## config.mk

```make
export PLATFORM = sky130hd
export DESIGN_NAME = game_flow_controller
export DESIGN_NICKNAME = d
export VERILOG_FILES = /design/src/rtl/snake_pkg.sv /design/src/rtl/game_flow_controller_edge.sv /design/src/rtl/game_flow_controller.sv
export SDC_FILE = /design/constraint.sdc
export NUM_CORES = 1
export LEC_CHECK = 0
export ABC_AREA = 1
export BUFFER_PORTS_ARGS = -buffer_cell sky130_fd_sc_hd__buf_2
export CORE_MARGIN = 3
export CORE_UTILIZATION = 55
export DETAILED_ROUTE_END_ITERATION = 16
export PLACE_DENSITY = 0.79
export SYNTH_ARGS = -nofsm -noshare
export SYNTH_HDL_FRONTEND = slang
export SYNTH_HIERARCHICAL = 1
export SYNTH_SLANG_ARGS = --single-unit
```

## constraint.sdc

```tcl
create_clock -name CLOCK -period 1.55 [get_ports CLOCK]
set_input_delay 0.31 -clock CLOCK [delete_from_list [all_inputs] [get_ports CLOCK]]
set_output_delay 0.31 -clock CLOCK [all_outputs]
set_load 0.05 [all_outputs]
```

## src/rtl/snake_pkg.sv

```systemverilog
// Shared state codes for the snake game sequencer, display mux and renderer.
package snake_pkg;
  localparam int STATE_W = 3;

  localparam logic [STATE_W-1:0] ST_IDLE    = 3'd0;
  localparam logic [STATE_W-1:0] ST_PLAY    = 3'd1;
  localparam logic [STATE_W-1:0] ST_WIN     = 3'd2;
  localparam logic [STATE_W-1:0] ST_LOSE    = 3'd3;
  localparam logic [STATE_W-1:0] ST_PAUSE   = 3'd4;
  localparam logic [STATE_W-1:0] ST_RESPAWN = 3'd5;

  typedef enum logic [STATE_W-1:0] {
    S_IDLE    = ST_IDLE,
    S_PLAY    = ST_PLAY,
    S_WIN     = ST_WIN,
    S_LOSE    = ST_LOSE,
    S_PAUSE   = ST_PAUSE,
    S_RESPAWN = ST_RESPAWN
  } state_e;
endpackage

```

## src/rtl/game_flow_controller_edge.sv

```systemverilog
// Rising-edge detector; history loads the live input on reset so a
// button held through reset never reads as a press.
module edge_detect #(
  parameter int W = 1
) (
  input  logic         CLOCK,
  input  logic         RESET,
  input  logic [W-1:0] d_i,
  output logic         rise_o
);
  logic [W-1:0] prev_q;

  always_ff @(posedge CLOCK) begin
    prev_q <= d_i;
  end

  assign rise_o = |(d_i & ~prev_q);

  logic unused_rst;
  assign unused_rst = RESET;
endmodule

```

## src/rtl/game_flow_controller.sv

```systemverilog
// Snake game sequencer: idle/play/pause/respawn/win/lose with lives,
// respawn delay and end-screen lockout.
module game_flow_controller
  import snake_pkg::*;
#(
  parameter int WIN_SCORE       = 10,
  parameter int SCORE_W         = 4,
  parameter int BTN_W           = 4,
  parameter int LIVES           = 3,
  parameter int LIVES_W         = 2,
  parameter int RESPAWN_CYCLES  = 25_000_000,
  parameter int END_HOLD_CYCLES = 50_000_000,
  parameter int TIMER_W         = 26
) (
  input  logic               CLOCK,
  input  logic               RESET,
  input  logic [BTN_W-1:0]   PUSH_BUTTONS,
  input  logic               PAUSE_BTN,
  input  logic [SCORE_W-1:0] SCORE_IN,
  input  logic               SUICIDE_IN,
  output logic [2:0]         STATE_OUT,
  output logic [LIVES_W-1:0] LIVES_OUT,
  output logic               GAME_START,
  output logic               RESPAWN_OUT
);
  localparam logic [TIMER_W-1:0] RESP_LAST = TIMER_W'(RESPAWN_CYCLES - 1);
  localparam logic [TIMER_W-1:0] HOLD_END  = TIMER_W'(END_HOLD_CYCLES);
  localparam logic [LIVES_W-1:0] LIVES_MAX = LIVES_W'(LIVES);
  localparam logic [LIVES_W-1:0] ONE_LIFE  = LIVES_W'(1);

  logic btn_rise;
  logic pause_rise;

  edge_detect #(.W(BTN_W)) u_btn_edge (
    .CLOCK  (CLOCK),
    .RESET  (RESET),
    .d_i    (PUSH_BUTTONS),
    .rise_o (btn_rise)
  );

  edge_detect #(.W(1)) u_pause_edge (
    .CLOCK  (CLOCK),
    .RESET  (RESET),
    .d_i    (PAUSE_BTN),
    .rise_o (pause_rise)
  );

  state_e             state_q, state_d;
  logic [TIMER_W-1:0] timer_q, timer_d;
  logic [LIVES_W-1:0] lives_q, lives_d;
  logic               start_q, start_d;
  logic               resp_q, resp_d;
  logic               won;

  assign won = 32'(SCORE_IN) >= WIN_SCORE;

  always_ff @(posedge CLOCK) begin
    if (RESET) begin
      state_q <= S_IDLE;
      timer_q <= '0;
      lives_q <= LIVES_MAX;
      start_q <= 1'b0;
      resp_q  <= 1'b0;
    end else begin
      state_q <= state_d;
      timer_q <= timer_d;
      lives_q <= lives_d;
      start_q <= start_d;
      resp_q  <= resp_d;
    end
  end

  always_comb begin
    state_d = state_q;
    timer_d = timer_q;
    lives_d = lives_q;
    start_d = 1'b0;
    resp_d  = 1'b0;
    case (state_q)
      S_IDLE: begin
        if (btn_rise) begin
          state_d = S_PLAY;
          timer_d = '0;
          lives_d = LIVES_MAX;
          start_d = 1'b1;
        end
      end
      S_PLAY: begin
        if (won) begin
          state_d = S_WIN;
          timer_d = '0;
        end else if (SUICIDE_IN && lives_q == ONE_LIFE) begin
          state_d = S_LOSE;
          timer_d = '0;
          lives_d = '0;
        end else if (SUICIDE_IN) begin
          state_d = S_RESPAWN;
          timer_d = '0;
          lives_d = lives_q - ONE_LIFE;
          resp_d  = 1'b1;
        end else if (pause_rise) begin
          state_d = S_PAUSE;
          timer_d = '0;
        end
      end
      S_PAUSE: begin
        if (pause_rise) begin
          state_d = S_PLAY;
          timer_d = '0;
        end
      end
      S_RESPAWN: begin
        if (timer_q == RESP_LAST) begin
          state_d = S_PLAY;
          timer_d = '0;
        end else begin
          timer_d = timer_q + TIMER_W'(1);
        end
      end
      S_WIN, S_LOSE: begin
        // Lockout: presses only count once the timer has saturated.
        if (timer_q < HOLD_END) begin
          timer_d = timer_q + TIMER_W'(1);
        end else if (btn_rise) begin
          state_d = S_IDLE;
          timer_d = '0;
        end
      end
      default: begin
        state_d = S_IDLE;
        timer_d = '0;
      end
    endcase
  end

  assign STATE_OUT   = state_q;
  assign LIVES_OUT   = lives_q;
  assign GAME_START  = start_q;
  assign RESPAWN_OUT = resp_q;
endmodule

```

==> impl_metrics.xml, run 1 <==
<?xml version="1.0" encoding="UTF-8"?>
<metrics>
  <group name="status">
    <metric name="outcome" unit="">finished with violations</metric>
    <metric name="violations" unit="">setup timing</metric>
  </group>
  <group name="run">
    <metric name="maxCapViolations" unit="">0</metric>
  </group>
  <group name="logic_synthesis">
    <metric name="synthDistinctLibCells" unit="">29</metric>
    <metric name="synth_area" unit="sq um">3000</metric>
    <metric name="post_synth_inst_count" unit="">533</metric>
    <metric name="post-synth-top-area-cell" unit="">dfxtp_1</metric>
    <metric name="ys_ff_latch" unit="">38</metric>
    <metric name="synth.avg_cell_area" unit="sq um">5.63</metric>
    <metric name="postSynthNetCount" unit="">547</metric>
    <metric name="synth.area.top_cells" unit="">dfxtp_1 (25%), nand2_1 (24%), nor2_1 (8.8%), nand3_1 (8.2%), a21oi_1 (7.3%)</metric>
    <metric name="synth-seq-area-share" unit="%">25.3</metric>
    <metric name="area_fraction_of_the_dominant_cell_type_after_synthesis" unit="%">25.3</metric>
    <metric name="yosys_warnings" unit="">6</metric>
  </group>
  <group name="clock_tree">
    <metric name="buffers_from_clock_root_to_sink_at_most" unit="">2</metric>
    <metric name="cts_num_sinks" unit="">38</metric>
    <metric name="cts_tree" unit="">done</metric>
    <metric name="htree_num_levels" unit="">2</metric>
    <metric name="cts_hold_buffers" unit="">0</metric>
    <metric name="clock-root-buffer" unit="">clkbuf_8</metric>
    <metric name="clk-insertion-delay-late" unit="ns">0.32</metric>
    <metric name="clk_pin_slew_worst_paths" unit="ns">0.09</metric>
    <metric name="cts_inserted_buffers" unit="">5</metric>
  </group>
  <group name="die">
    <metric name="die_h" unit="um">79.9</metric>
    <metric name="floorplan_row_count" unit="">26</metric>
    <metric name="floorplan.initialDensity" unit="%">57.7</metric>
    <metric name="placeableCoreArea" unit="sq um">5200</metric>
    <metric name="die_width" unit="um">79.9</metric>
    <metric name="die_area" unit="sq um">6380</metric>
    <metric name="floorplan.io_pins" unit="">19</metric>
  </group>
  <group name="layout">
    <metric name="area_delta_synth_final" unit="%">46.0</metric>
    <metric name="num-fill-cells" unit="">291</metric>
    <metric name="final_nets" unit="">644</metric>
    <metric name="antenna-diode-count" unit="">0</metric>
    <metric name="multi_input_comb_area" unit="sq um">2310</metric>
    <metric name="most_common_cell_after_layout_fill_and_taps_aside" unit="">nand2_1</metric>
    <metric name="ff_latch_area" unit="sq um">812</metric>
    <metric name="ratio_of_cells_with_drive_above_1_in_the_final_layout" unit="%">39.8</metric>
    <metric name="final-instance-count-excl-fill" unit="">701</metric>
    <metric name="layout.cells.most_common_list" unit="">nand2_1 (166), buf_4 (75), inv_1 (56)</metric>
  </group>
  <group name="detailed_routing">
    <metric name="num_vias" unit="">4277</metric>
    <metric name="drtAntennaViolNets" unit="">0</metric>
    <metric name="drt_iter0_drc" unit="">568</metric>
    <metric name="detail_route.wirelength" unit="um">12700</metric>
    <metric name="post_drt_via_cell_ratio" unit="">6.10</metric>
    <metric name="post_drt_wl_per_cell" unit="um">18.2</metric>
    <metric name="drc" unit="">0</metric>
    <metric name="first_pass_iters" unit="">8</metric>
  </group>
  <group name="power_and_ir_drop">
    <metric name="swShare" unit="%">42.2</metric>
    <metric name="power_leakage" unit="nW">1.90</metric>
    <metric name="irDropWorstVdd" unit="V">0.00137</metric>
    <metric name="switch_pwr" unit="mW">1.55</metric>
    <metric name="power.share.clock" unit="%">25.1</metric>
    <metric name="pwr_density_cell" unit="nW/um^2">838</metric>
    <metric name="combinationalPowerShare" unit="%">44.0</metric>
    <metric name="seq_power_share" unit="%">30.9</metric>
    <metric name="cell_internal_pwr" unit="mW">2.13</metric>
  </group>
  <group name="sta">
    <metric name="finalSetupViolCount" unit="">29</metric>
    <metric name="worst-slew-pin-transition" unit="ns">0.427</metric>
    <metric name="max-slew-margin-rel" unit="%">71.2</metric>
    <metric name="pins_over_slew_limit" unit="">0</metric>
    <metric name="rsz0062_at_grt" unit="">true</metric>
    <metric name="min_period" unit="ns">1.87</metric>
    <metric name="fin_ws" unit="ns">-0.316</metric>
    <metric name="report.final.hold_viol_count" unit="">0</metric>
    <metric name="achievable-frequency" unit="MHz">536</metric>
    <metric name="share_of_the_clock_period_used_by_the_worst_path_after_layout" unit="%">120</metric>
    <metric name="worst_clock_skew" unit="ns">0.00637</metric>
  </group>
  <group name="grt">
    <metric name="grt_max_degree" unit="">23</metric>
    <metric name="gr-total-overflow" unit="">0</metric>
    <metric name="first_pass_grt_wire_length" unit="um">16000</metric>
    <metric name="first_global_vias" unit="">3626</metric>
    <metric name="global_route.usage.total" unit="%">31.9</metric>
    <metric name="grt_antenna_before_repair" unit="">0</metric>
  </group>
  <group name="setup_path">
    <metric name="r2r_setup_slack" unit="ns">-0.32</metric>
    <metric name="ff2ff_path_depth" unit="">10</metric>
    <metric name="r2r_start" unit="">timer_q[17]</metric>
    <metric name="arrival" unit="ns">2.08</metric>
    <metric name="worst_setup_path_start_kind" unit="">flip-flop</metric>
    <metric name="setup.worst_path.class" unit="">reg2reg</metric>
    <metric name="worstPathRequired" unit="ns">1.76</metric>
    <metric name="timing.critical_path.fanout_max" unit="">4</metric>
    <metric name="end_kind" unit="">flip-flop</metric>
    <metric name="timing.rr.end" unit="">timer_q[1]</metric>
  </group>
  <group name="placed_design">
    <metric name="numPlacedInstances" unit="">671</metric>
    <metric name="placement.io_buffers" unit="">17</metric>
    <metric name="hpwl" unit="um">6480</metric>
    <metric name="gp_congestion" unit="">0.970</metric>
    <metric name="preCtsSetupSlack" unit="ns">-0.217</metric>
  </group>
  <group name="hold_path">
    <metric name="hp-class" unit="">in2reg</metric>
    <metric name="worst_hold_path.endpoint" unit="">u_btn_edge/prev_q[2]</metric>
    <metric name="worst_hold_startpoint" unit="">PUSH_BUTTONS[2]</metric>
    <metric name="holdPathStages" unit="">1</metric>
  </group>
</metrics>
[metal layers]
layer  vias up  GRT usage, %  part of all wire [%]
li1       1856             -                     -
met1      1872          36.6                    33
met2       398          55.3                    45
met3       151          5.53                    12
met4         0          18.6                   9.7
met5         -             0                     0
[cell type report]
class                      count  share of cell area, %
sequential                    38                   18.5
clock buffer                   6                   1.66
inverter                      59                   5.11
clock inverter                 2                  0.856
tap                           70                   2.00
timing repair buffer         107                   19.2
multi-input combinational    419                   52.6
[synthesized netlist by cell type, drive strengths merged]
cell    number
a21oi       44
a31oi        1
and2         1
buf         11
clkbuf       7
clkinv       1
dfxtp       38
ha           2
inv         58
nand2      201
nand3       50
nand3b       1
nand4        6
nor2        81
nor3         1
o21a         1
o21ai       16
o21bai       1
xnor2        1
xor2        11
[stage by stage]
stage	setup TNS (ns)	hold slack [ns]	power, mW	area (sq um)	util (%)
2_1_floorplan	0	0.338	2.05	3010	-
3_3_place_gp	-4.25	0.427	2.55	3630	69.8
3_5_place_dp	-4.92	0.431	2.61	3630	69.8
4_1_cts	-0.0129	0.111	3.51	3940	75.7
5_1_grt	-6.23	0.111	3.79	4380	84.2
6_report	-4.85	0.101	3.67	4380	84.2
[power by group through the flow]
stage	clock network (mW)	logic, mW	registers [mW]
5_1_grt	0.947	1.69	1.15
3_5_place_dp	0	1.46	1.15
6_report	0.921	1.62	1.13
2_1_floorplan	0	0.665	1.38
4_1_cts	0.894	1.48	1.13
3_3_place_gp	0	1.40	1.15
[cell families (layout without fill, tap and decap cells)]
family	Yosys count	after routing	share of synthesized area (%)
buf+inv	77	174	11.1
compound gates	63	63	10.8
fa+ha+maj	2	2	0.834
xor+xnor	12	12	3.50
simple gates	341	342	48.4
flops	38	38	25.3
[state kept, by name, indices dropped and copies added, names as in the netlist]
signal               cells
GAME_START               1
LIVES_OUT                2
RESPAWN_OUT              1
STATE_OUT                3
timer_q                 26
u_btn_edge/prev_q        4
u_pause_edge/prev_q      1
[repair_timing]
action | in CTS | in global routing
pin swaps | 12 | 41
setup endpoints to repair | 29 | 28
gates resized for setup | 53 | 102
buffers inserted | 5 | 13
cloned | 1 | 3
[critical path: stages (launching register included)]
cell,delay (ns)
dfxtp_2,0.36
inv_1,0.13
nand2_1,0.16
nor2_1,0.17
nand3_2,0.19
o21ai_4,0.27
buf_4,0.15
buf_4,0.08
o21ai_0,0.09
inv_1,0.09
a21oi_1,0.07
[worst max path at each step]
stage	cells past startpoint	endpoint	from	slack (ns)
final	10	timer_q[1]	timer_q[17]	-0.32
after global routing	11	timer_q[1]	timer_q[10]	-0.33
after CTS	11	timer_q[18]	timer_q[11]	-0.01
after detailed placement	10	timer_q[5]	timer_q[8]	-0.22
after global placement	10	timer_q[5]	timer_q[8]	-0.18
after floorplan	9	timer_q[14]	timer_q[0]	0.002
No activity file was read; power rests on OpenSTA's default activity.
==> run 2, diff against run 1 <==
--- a/config.mk
+++ b/config.mk
@@ -6,10 +6,10 @@
 export NUM_CORES = 1
 export LEC_CHECK = 0
 export ABC_AREA = 1
-export BUFFER_PORTS_ARGS = -buffer_cell sky130_fd_sc_hd__buf_2
 export CORE_MARGIN = 3
-export CORE_UTILIZATION = 55
+export CORE_UTILIZATION = 58
 export DETAILED_ROUTE_END_ITERATION = 16
+export DONT_BUFFER_PORTS = 1
 export PLACE_DENSITY = 0.79
 export SYNTH_ARGS = -nofsm -noshare
 export SYNTH_HDL_FRONTEND = slang
==> run 2 against run 1 <==
  * The run ends with hold timing, setup timing left
  * Via count grew 2.9%
  * Critical path depth is the same
  * Non-clock buffer count shrank 36
  * Fmax grew 2.4%
  * Hold slack lost 0.10 ns
  * Largest cell class unchanged
==> impl_metrics.xml, run 2 (synthesized netlist as in run 1, its figures left out) <==
<?xml version="1.0" encoding="UTF-8"?>
<metrics>
  <group name="status">
    <metric name="outcome" unit="">finished with violations</metric>
    <metric name="violations" unit="">hold timing, setup timing</metric>
  </group>
  <group name="grt">
    <metric name="first_global_vias" unit="">3508</metric>
    <metric name="global_route.usage.total" unit="%">31.0</metric>
    <metric name="grt_antenna_before_repair" unit="">0</metric>
    <metric name="gr-total-overflow" unit="">0</metric>
    <metric name="first_pass_grt_wire_length" unit="um">15200</metric>
    <metric name="grt_max_degree" unit="">31</metric>
  </group>
  <group name="layout">
    <metric name="design_area" unit="sq um">4270</metric>
    <metric name="final_nets" unit="">607</metric>
    <metric name="area_delta_synth_final" unit="%">42.1</metric>
    <metric name="most_common_cell_after_layout_fill_and_taps_aside" unit="">nand2_1</metric>
    <metric name="layout.cells.most_common_list" unit="">nand2_1 (168), inv_1 (52), buf_4 (52)</metric>
    <metric name="antenna-diode-count" unit="">0</metric>
    <metric name="largest_reg_flops" unit="">26</metric>
    <metric name="final-instance-count-excl-fill" unit="">661</metric>
    <metric name="max_flop_register" unit="">timer_q</metric>
    <metric name="ratio_of_cells_with_drive_above_1_in_the_final_layout" unit="%">37.2</metric>
  </group>
  <group name="placed_design">
    <metric name="hpwl" unit="um">6180</metric>
    <metric name="gp_congestion" unit="">0.919</metric>
    <metric name="preCtsSetupSlack" unit="ns">-0.120</metric>
    <metric name="placement.io_buffers" unit="">0</metric>
    <metric name="numPlacedInstances" unit="">638</metric>
    <metric name="dpl_cell_area" unit="sq um">3460</metric>
  </group>
  <group name="power_and_ir_drop">
    <metric name="pwr_density_cell" unit="nW/um^2">891</metric>
    <metric name="power" unit="mW">3.80</metric>
    <metric name="irDropWorstVdd" unit="V">0.000955</metric>
    <metric name="power_leakage" unit="nW">1.78</metric>
  </group>
  <group name="clock_tree">
    <metric name="htree_num_levels" unit="">2</metric>
    <metric name="clk-insertion-delay-late" unit="ns">0.33</metric>
    <metric name="cts_num_sinks" unit="">38</metric>
    <metric name="buffers_from_clock_root_to_sink_at_most" unit="">2</metric>
    <metric name="cts_tree" unit="">done</metric>
    <metric name="cts_hold_buffers" unit="">0</metric>
    <metric name="clk_pin_slew_worst_paths" unit="ns">0.10</metric>
    <metric name="clock-root-buffer" unit="">clkbuf_8</metric>
    <metric name="cts_inserted_buffers" unit="">5</metric>
  </group>
  <group name="setup_path">
    <metric name="critical-path-top-cell-by-count" unit="">nand2_1</metric>
    <metric name="worst_setup_path_start_kind" unit="">flip-flop</metric>
    <metric name="arrival" unit="ns">2.06</metric>
    <metric name="max_stage_delay" unit="ns">0.41</metric>
    <metric name="critPathSlowestCell" unit="">dfxtp_2</metric>
    <metric name="timing.critical_path.fanout_max" unit="">5</metric>
    <metric name="end_kind" unit="">flip-flop</metric>
    <metric name="crit_chain" unit="">nand2_1, nor2_2, nand2_1, nor2_2, nand2_1, nand2_1, nand2_1, nand2_1, nand3_1, a21oi_1</metric>
    <metric name="worstPathRequired" unit="ns">1.79</metric>
    <metric name="setup.worst_path.class" unit="">reg2reg</metric>
  </group>
  <group name="detailed_routing">
    <metric name="drtAntennaViolNets" unit="">0</metric>
    <metric name="post_drt_via_cell_ratio" unit="">6.66</metric>
    <metric name="dr.max_layer_used" unit="">met4</metric>
    <metric name="detail_route.wirelength" unit="um">13900</metric>
    <metric name="num_vias" unit="">4400</metric>
    <metric name="first_pass_iters" unit="">8</metric>
    <metric name="drc" unit="">0</metric>
    <metric name="post_drt_wl_per_cell" unit="um">21.0</metric>
    <metric name="routedLengthMet1" unit="um">4450</metric>
    <metric name="dr_wl_met2" unit="um">5990</metric>
    <metric name="detail_route_met3_wl" unit="um">1890</metric>
    <metric name="drt_iter0_drc" unit="">681</metric>
  </group>
  <group name="sta">
    <metric name="finalSetupViolCount" unit="">28</metric>
    <metric name="fin_hold_ws" unit="ns">-0.00408</metric>
    <metric name="totalNegativeSetupSlack" unit="ns">-3.89</metric>
    <metric name="max-slew-margin-rel" unit="%">67.6</metric>
    <metric name="fin_ws" unit="ns">-0.272</metric>
    <metric name="worst_clock_skew" unit="ns">0.0147</metric>
    <metric name="rsz0062_at_grt" unit="">true</metric>
    <metric name="share_of_the_clock_period_used_by_the_worst_path_after_layout" unit="%">118</metric>
    <metric name="min_period" unit="ns">1.82</metric>
    <metric name="pins_over_slew_limit" unit="">0</metric>
    <metric name="report.final.hold_viol_count" unit="">4</metric>
    <metric name="worst-slew-pin-transition" unit="ns">0.486</metric>
    <metric name="achievable-frequency" unit="MHz">549</metric>
  </group>
  <group name="die">
    <metric name="die_area" unit="sq um">6070</metric>
    <metric name="floorplan_row_count" unit="">25</metric>
    <metric name="placeableCoreArea" unit="sq um">4850</metric>
    <metric name="die_width" unit="um">77.9</metric>
    <metric name="die_h" unit="um">77.9</metric>
    <metric name="floorplan.io_pins" unit="">19</metric>
    <metric name="floorplan.initialDensity" unit="%">61.9</metric>
  </group>
  <group name="run">
    <metric name="maxCapViolations" unit="">0</metric>
  </group>
  <group name="hold_path">
    <metric name="hp-class" unit="">in2reg</metric>
  </group>
</metrics>
==> run 2: path summary, 6_finish.rpt <==
check                   from                    to  slack (ns)  depth (start not counted)
max               timer_q[5]           timer_q[21]       -0.27                         10
min          PUSH_BUTTONS[2]  u_btn_edge/prev_q[2]      -0.004                          0
max reg2reg       timer_q[5]           timer_q[21]       -0.27                         10
min reg2reg       timer_q[3]            timer_q[3]        0.62                          4
==> run 2: layer usage <==
metal  vias to the layer above  global-route usage [%]
met2                       469                    55.3
met1                      1949                    36.5
met4                         0                    13.1
met3                       197                    4.76
li1                       1785                       -
met5                         -                       0
==> run 2: stage by stage <==
step           util (%)  hold WS, ns
6_report           88.0     -0.00408
3_5_place_dp       71.3        0.338
5_1_grt            88.0      -0.0177
3_3_place_gp       71.3        0.338
4_1_cts            75.7       0.0237
2_1_floorplan         -        0.338
==> run 2: final cells by class <==
cell class,instances,area (sq um)
Clock buffer,6,82.6
Clock inverter,2,12.5
Fill cell,234,582
Inverter,59,226
Multi-Input combinational cell,418,2340
Sequential cell,38,828
Tap cell,67,83.8
Timing Repair Buffer,71,689
==> run 2: power by group <==
part	internal, mW	leakage [nW]	switching, mW
logic	0.686	1.40	1.15
registers	1.05	0.326	0.105
clock network	0.359	0.0472	0.442
total	2.10	1.78	1.70
==> run 2: critical path, delay by kind of cell (launching register included) <==
kind	cells	cell delay [ns]
AOI/OAI and AO/OA	1	0.18
DFF	1	0.41
and+or+nand+nor	9	1.14
==> run 2: repair_timing <==
item | CTS | global route
buffers inserted | 3 | 8
pin swaps | 9 | 41
gates resized for setup | 33 | 132
endpoints found under the setup margin | 22 | 30
cloned | 1 | 3
